[src/rtl/vgatext_console_writer.sv]
// Terminal-style writer for the mono VGA text RAM: decodes a byte stream, tracks
// the cursor and clears the screen / new lines, yielding the RAM to the renderer.
module vgatext_console_writer #(
    parameter int                COLS   = 80,
    parameter int                ROWS   = 30,
    parameter int                ADDR_W = 13,
    parameter logic [ADDR_W-1:0] BASE   = '0
) (
    input  logic              i_clk,
    input  logic              i_reset_n,
    input  logic [7:0]        i_char,
    input  logic              i_char_valid,
    output logic              o_char_ready,
    input  logic              i_vgaram_busy,
    output logic [ADDR_W-1:0] o_ram_addr,
    output logic [7:0]        o_ram_dat,
    output logic              o_ram_we,
    output logic [6:0]        o_cursor_col,
    output logic [4:0]        o_cursor_row,
    output logic              o_clearing,
    output logic [2:0]        o_state
);

    localparam int TOTAL = COLS * ROWS;
    localparam int PTR_W = $clog2(TOTAL);
    localparam logic [PTR_W-1:0]  PTR_ALL_LAST  = PTR_W'(TOTAL - 1);
    localparam logic [PTR_W-1:0]  PTR_LINE_LAST = PTR_W'(COLS - 1);
    localparam logic [PTR_W-1:0]  PTR_ONE       = PTR_W'(1);
    localparam logic [6:0]        LAST_COL      = 7'(COLS - 1);
    localparam logic [4:0]        LAST_ROW      = 5'(ROWS - 1);
    localparam logic [ADDR_W-1:0] COLS_A        = ADDR_W'(COLS);
    localparam logic [ADDR_W-1:0] ADDR_ONE      = ADDR_W'(1);

    typedef enum logic [2:0] {
        S_CLR_ALL  = 3'd0,
        S_IDLE     = 3'd1,
        S_WRITE    = 3'd2,
        S_NEWLINE  = 3'd3,
        S_CLR_LINE = 3'd4
    } state_t;

    state_t            state, state_nx;
    logic              pend;      // a write is loaded in addr/dat and waits for a free RAM cycle
    logic              adv;       // the pending WRITE advances the cursor (printable, not BS)
    logic [PTR_W-1:0]  ptr;
    logic [ADDR_W-1:0] row_base;
    logic [6:0]        col;
    logic [4:0]        row;
    logic [ADDR_W-1:0] addr;
    logic [7:0]        dat;
    logic [ADDR_W-1:0] cur_addr;
    logic [ADDR_W-1:0] nrow_base;
    logic              wr;
    logic              accept;
    logic              is_print;

    assign wr        = pend & ~i_vgaram_busy;
    assign accept    = i_char_valid & (state == S_IDLE);
    assign is_print  = (i_char >= 8'h20) && (i_char <= 8'h7E);
    assign cur_addr  = BASE + row_base + {{(ADDR_W-7){1'b0}}, col};
    assign nrow_base = (row == LAST_ROW) ? '0 : row_base + COLS_A;

    always_ff @(posedge i_clk or negedge i_reset_n) begin
        if (!i_reset_n) state <= S_CLR_ALL;
        else            state <= state_nx;
    end

    always_comb begin
        state_nx = state;
        case (state)
            S_CLR_ALL:  if (wr && ptr == PTR_ALL_LAST) state_nx = S_IDLE;
            S_IDLE: begin
                if (accept) begin
                    if (is_print)                         state_nx = S_WRITE;
                    else if (i_char == 8'h0A)             state_nx = S_NEWLINE;
                    else if (i_char == 8'h08 && col != 0) state_nx = S_WRITE;
                    else if (i_char == 8'h0C)             state_nx = S_CLR_ALL;
                end
            end
            S_WRITE:    if (wr) state_nx = (adv && col == LAST_COL) ? S_NEWLINE : S_IDLE;
            S_NEWLINE:  state_nx = S_CLR_LINE;
            S_CLR_LINE: if (wr && ptr == PTR_LINE_LAST) state_nx = S_IDLE;
            default:    state_nx = S_CLR_ALL;
        endcase
    end

    always_comb begin
        o_char_ready = (state == S_IDLE);
        o_clearing   = (state == S_CLR_ALL) || (state == S_CLR_LINE);
        o_ram_we     = wr;
        o_state      = state;
    end

    always_ff @(posedge i_clk or negedge i_reset_n) begin
        if (!i_reset_n) begin
            pend     <= 1'b0;
            adv      <= 1'b0;
            ptr      <= '0;
            row_base <= '0;
            col      <= '0;
            row      <= '0;
            addr     <= BASE;
            dat      <= 8'h20;
        end else begin
            case (state)
                S_CLR_ALL: begin
                    if (!pend) begin
                        pend <= 1'b1;
                    end else if (wr) begin
                        if (ptr == PTR_ALL_LAST) begin
                            pend <= 1'b0;
                            ptr  <= '0;
                        end else begin
                            ptr  <= ptr + PTR_ONE;
                            addr <= addr + ADDR_ONE;
                        end
                    end
                end
                S_IDLE: begin
                    if (accept) begin
                        if (is_print) begin
                            addr <= cur_addr;
                            dat  <= i_char;
                            pend <= 1'b1;
                            adv  <= 1'b1;
                        end else if (i_char == 8'h0D) begin
                            col <= '0;
                        end else if (i_char == 8'h08 && col != 0) begin
                            col  <= col - 7'd1;
                            addr <= cur_addr - ADDR_ONE;
                            dat  <= 8'h20;
                            pend <= 1'b1;
                            adv  <= 1'b0;
                        end else if (i_char == 8'h0C) begin
                            col      <= '0;
                            row      <= '0;
                            row_base <= '0;
                            ptr      <= '0;
                            addr     <= BASE;
                            dat      <= 8'h20;
                            pend     <= 1'b1;
                        end
                    end
                end
                S_WRITE: begin
                    if (wr) begin
                        pend <= 1'b0;
                        if (adv && col != LAST_COL) col <= col + 7'd1;
                    end
                end
                S_NEWLINE: begin
                    col      <= '0;
                    row      <= (row == LAST_ROW) ? 5'd0 : row + 5'd1;
                    row_base <= nrow_base;
                    addr     <= BASE + nrow_base;
                    dat      <= 8'h20;
                    ptr      <= '0;
                    pend     <= 1'b1;
                end
                S_CLR_LINE: begin
                    if (wr) begin
                        if (ptr == PTR_LINE_LAST) begin
                            pend <= 1'b0;
                            ptr  <= '0;
                        end else begin
                            ptr  <= ptr + PTR_ONE;
                            addr <= addr + ADDR_ONE;
                        end
                    end
                end
                default: pend <= 1'b0;
            endcase
        end
    end

    assign o_ram_addr   = addr;
    assign o_ram_dat    = dat;
    assign o_cursor_col = col;
    assign o_cursor_row = row;

endmodule
[config.mk]
export PLATFORM = sky130hd
export DESIGN_NAME = vgatext_console_writer
export DESIGN_NICKNAME = d
export VERILOG_FILES = /design/src/rtl/vgatext_console_writer.sv
export SDC_FILE = /design/constraint.sdc
export NUM_CORES = 1
export LEC_CHECK = 0
export CELL_PAD_IN_SITES_DETAIL_PLACEMENT = 0
export CELL_PAD_IN_SITES_GLOBAL_PLACEMENT = 1
export CORE_MARGIN = 2
export CORE_UTILIZATION = 43
export CTS_BUF_LIST = sky130_fd_sc_hd__clkbuf_16
export CTS_CLUSTER_SIZE = 16
export DETAILED_ROUTE_END_ITERATION = 16
export PLACE_DENSITY = 0.84
export SETUP_SLACK_MARGIN = 0.4
export SYNTH_ARGS = -nofsm -noshare
export SYNTH_HDL_FRONTEND = slang
export SYNTH_SLANG_ARGS = --single-unit
[constraint.sdc]
create_clock -name i_clk -period 3.4 [get_ports i_clk]
set_clock_uncertainty 0.05 [all_clocks]
set_input_delay 0.68 -clock i_clk [delete_from_list [all_inputs] [get_ports i_clk]]
set_output_delay 0.68 -clock i_clk [all_outputs]
set_load 0.05 [all_outputs]
==> metrics.md <==
| Metric | Value |
|---|---|
| Run status | complete, no violations |
| Number of synthesized flops with an enable pin | 0 |
| I/O Buffers | 50 |
| Final worst path period need | 2.90 ns |
| Synth top area share | 35.0% |
| Req. time, crit path | 3.60 ns |
| Fmax | between 300 and 400 MHz |
| Synth Instances | 542 |
| Clock group share of total power | 52.2% |
| First-pass DRT Iterations | 7 |
| Leak | 2.56 nW |
| Vias in the first global route | 4,220 |
| Design Power | 1.69 mW |
| Leading area contributor after synthesis | dfrtp_1 |
| Critical Path Start | i_char[6] |
| Overflow after GRT | 0 |
| Initial antenna violation count | 0 |
| Core area | 0.0102 mm^2 |
| Synth Register Bits | 63 |
| H-tree depth | 3 |
| Crit path cell chain | dlygate4sd2_1 > or4_4 > or3_4 > o311a_4 > a211oi_4 > buf_6 > nand2_2 > buf_4 > nor3_2 > nor2_1 |
| Final hold violation count | 0 |
| Non-Filler Instances | roughly 760 |
| Mapped Area | 0.00444 mm^2 |
| CTS Root Cell | clkbuf_16 |
| Worst-Margin Slew | 0.822 ns |
| Via/cell ratio | 5.85 |
| Die area | 0.0111 mm^2 |
| Routability cong. | 0.884 |
| Worst-case clock buffer depth | 2 |
| Switching power | 363 uW |
| Worst min path class | input port to asynchronous set/reset pin |
| # setup viols final | 0 |
| Critical Path Max Stage Delay | around 0.54 ns |
| CTS tree | done |
| Max-slew headroom | between 40% and 50% |
| Power Dens Cells | 293 mW/mm^2 |
| P&R area growth vs syn | 29.8% |
| Top delay family on crit path | simple AND/OR/NAND/NOR gates |
| Register area share after synthesis | 35.6% |
| Crit start category | input port |
| Avg WL per Cell | roughly 17 um |
| Nets | ~650 |
| Area contributors post-synth | dfrtp_1 35%, o21ai_0 6.7%, nand2_1 6.2%, ha_1 4.5%, nor2_1 4.3% |
| Critical-path maximum fanout | 9 |
| Initial core utilization | between 40% and 50% |
| Syn Nets | 571 |
| DRT iter0 DRCs | 273 |
| CP Class | input port to flip-flop |
| FILL cells | 929 |
| CTS sink cnt | 63 |
| Max-slew violation count | 0 |
| Via count | roughly 4,400 |
| Tcrit/Tclk final | 85.4% |
| Layout cells sized above 1 | between 10 and 15% |
| Register share of total power | 44.6% |
| Worst-skew pair later-pin latency | approximately 0.32 ns |
| Crit path buf inv count | 3 |
| Max_cap viols | 0 |
| I/O Pins | between 50 and 60 |
| Mean Syn Cell Area | around 8.2 um^2 |
| ANT nets after route | 0 |
| Internal | 1.33 mW |
| Combinational share of power | 3.3% |
| Most frequent cells after synthesis | 73 x nand2_1, 62 x dfrtp_1, 59 x o21ai_0 |
| RSZ-0062 raised after global routing | true |
| N_diodes | 0 |
| Worst EP arrival | 3.10 ns |
| GRT Total Usage | between 20% and 30% |
| Cell with the most instances after synthesis | nand2_1 |
| Yosys cell types | around 70 |
| DR DRC count | 0 |
| Ys async rst share | 100% |
| Post-Place Cells | approximately 740 |
| Ys flop type | dfrtp_1 |
| Total clock buffers created by CTS | 9 |
| Largest net degree at the start of global routing | 36 |
| # rows | 37 |
| Die H | 106 um |
| Register Area | 0.00158 mm^2 |
| Net Sw Frac | a little over a fifth |
| Worst setup EP type | flip-flop |
| Post-detail-place hpwl | 9230 um |
| RR Startpoint | o_cursor_col[0] |
| VDD IR max | 0.000244 V |
| Total Wirelength | 12,800 um |
| First-pass GRT wire length | 21,500 um |
| Multi-input gate area | 0.00286 mm^2 |
| Die Wd | 106 um |
| Clock transition at path regs | 0.05 ns |
| Yosys warning total | 0 |
| Slowest library cell on the worst path | or4_4 |
-- logic make-up (layout without fill, tap and decap cells) --
kind of cell	Yosys count	in the layout	synth area share (%)
AOI/OAI and AO/OA	167	167	25.1
xor gates and xnor gates	24	24	4.74
adders and majority gates	17	17	4.96
buffers and inverters	40	120	3.81
DFF	63	63	35.6
muxes	6	6	1.35
and+or+nand+nor	225	225	24.5
-- per-stage QoR --
step | setup TNS (ns) | instance area (um^2) | setup slack (ns) | hold slack (ns) | utilization [%]
finish | 0 | 5760 | 0.496 | 0.405 | 56.5
detailed placement | -0.145 | 5270 | -0.0456 | 0.414 | 51.7
global route | 0 | 5760 | 0.373 | 0.463 | 56.5
global placement | -0.0000766 | 5270 | -0.0000766 | 0.405 | 51.7
floorplan | 0 | 4450 | 0.413 | 0.334 | -
CTS | 0 | 5660 | 0.404 | 0.430 | 55.6
-- power groups by stage --
stage / sequential (mW) / clock (mW) / combinational [mW]
detailed placement: 0.766 / 0 / 0.0565
floorplan: 0.768 / 0 / 0.0109
global route: 0.753 / 0.925 / 0.0616
CTS: 0.753 / 0.891 / 0.0560
finish: 0.753 / 0.882 / 0.0551
global placement: 0.766 / 0 / 0.0557
-- worst reg2reg max path, cell delays in order, from the launching register on --
cell,delay (ns)
dfrtp_2,0.45
ha_1,0.25
fa_2,0.38
a21o_4,0.24
a2111oi_4,0.37
xnor2_2,0.21
nor4_2,0.08
buf_4,0.16
and3_1,0.15
o21a_1,0.19
o221a_2,0.25
-- final cells by class --
class | count | share of cell area (%)
multi-input cells | 439 | 49.7
flip-flops and latches | 63 | 27.5
repair buffers | 85 | 13.8
clock buffers | 9 | 3.91
well taps | 136 | 2.96
inverters | 19 | 1.24
clock inverters | 7 | 0.978
-- routing by layer --
metal | vias to the layer above | track usage [%] | wire length (um)
met5 | - | 0 | 0
met4 | 0 | 6.67 | 212
met3 | 16 | 2.97 | 452
met2 | 102 | 39.2 | 6220
met1 | 2163 | 33.0 | 5950
li1 | 2152 | - | -
-- final timing paths --
kind,cells after the start,slack (ns),end
worst max-delay path,10,0.50,o_ram_dat[5]
worst min-delay path,1,0.40,o_cursor_row[4]
worst max register to register,10,0.51,o_ram_addr[8]
worst min register to register,2,0.43,o_ram_dat[3]
max in group asynchronous,2,2.08,o_ram_dat[5]
min in group i_clk,2,0.43,o_ram_dat[3]
-- state kept, by name (all words and copies together), names as in the netlist --
register      count
ptr              12
pend              1
adv               1
o_state           3
o_cursor_row      5
row_base         13
o_ram_addr       13
o_cursor_col      7
o_ram_dat         8
-- timing repair --
item	4_1_cts	5_1_grt
buffers inserted	5	0
cloned	0	0
pin swaps	8	4
hold buffers	0	0
resized for setup	25	17
endpoints found under the setup margin	21	21
hold endpoints to repair	0	0
-- layout by cell type, fill, tap and decap left out, types with 7 or more instances in the layout --
| cell type | netlist | routed |
|---|---|---|
| nor2_1 | 51 | 51 |
| a21o_1 | 9 | 8 |
| a21oi_1 | 28 | 28 |
| o21ai_0 | 59 | 57 |
| clkdlybuf4s50_1 | 0 | 43 |
| clkbuf_16 | 0 | 9 |
| inv_1 | 19 | 21 |
| nand2_1 | 73 | 70 |
| xor2_1 | 11 | 11 |
| buf_4 | 0 | 31 |
| nand3_1 | 27 | 27 |
| ha_1 | 16 | 13 |
| o22ai_1 | 8 | 8 |
| xnor2_1 | 13 | 12 |
| nor3_1 | 11 | 9 |
| dfrtp_1 | 62 | 60 |
| and3_1 | 15 | 15 |
| nand4_1 | 7 | 7 |
Note: power is estimated with default switching activity, not from simulation.
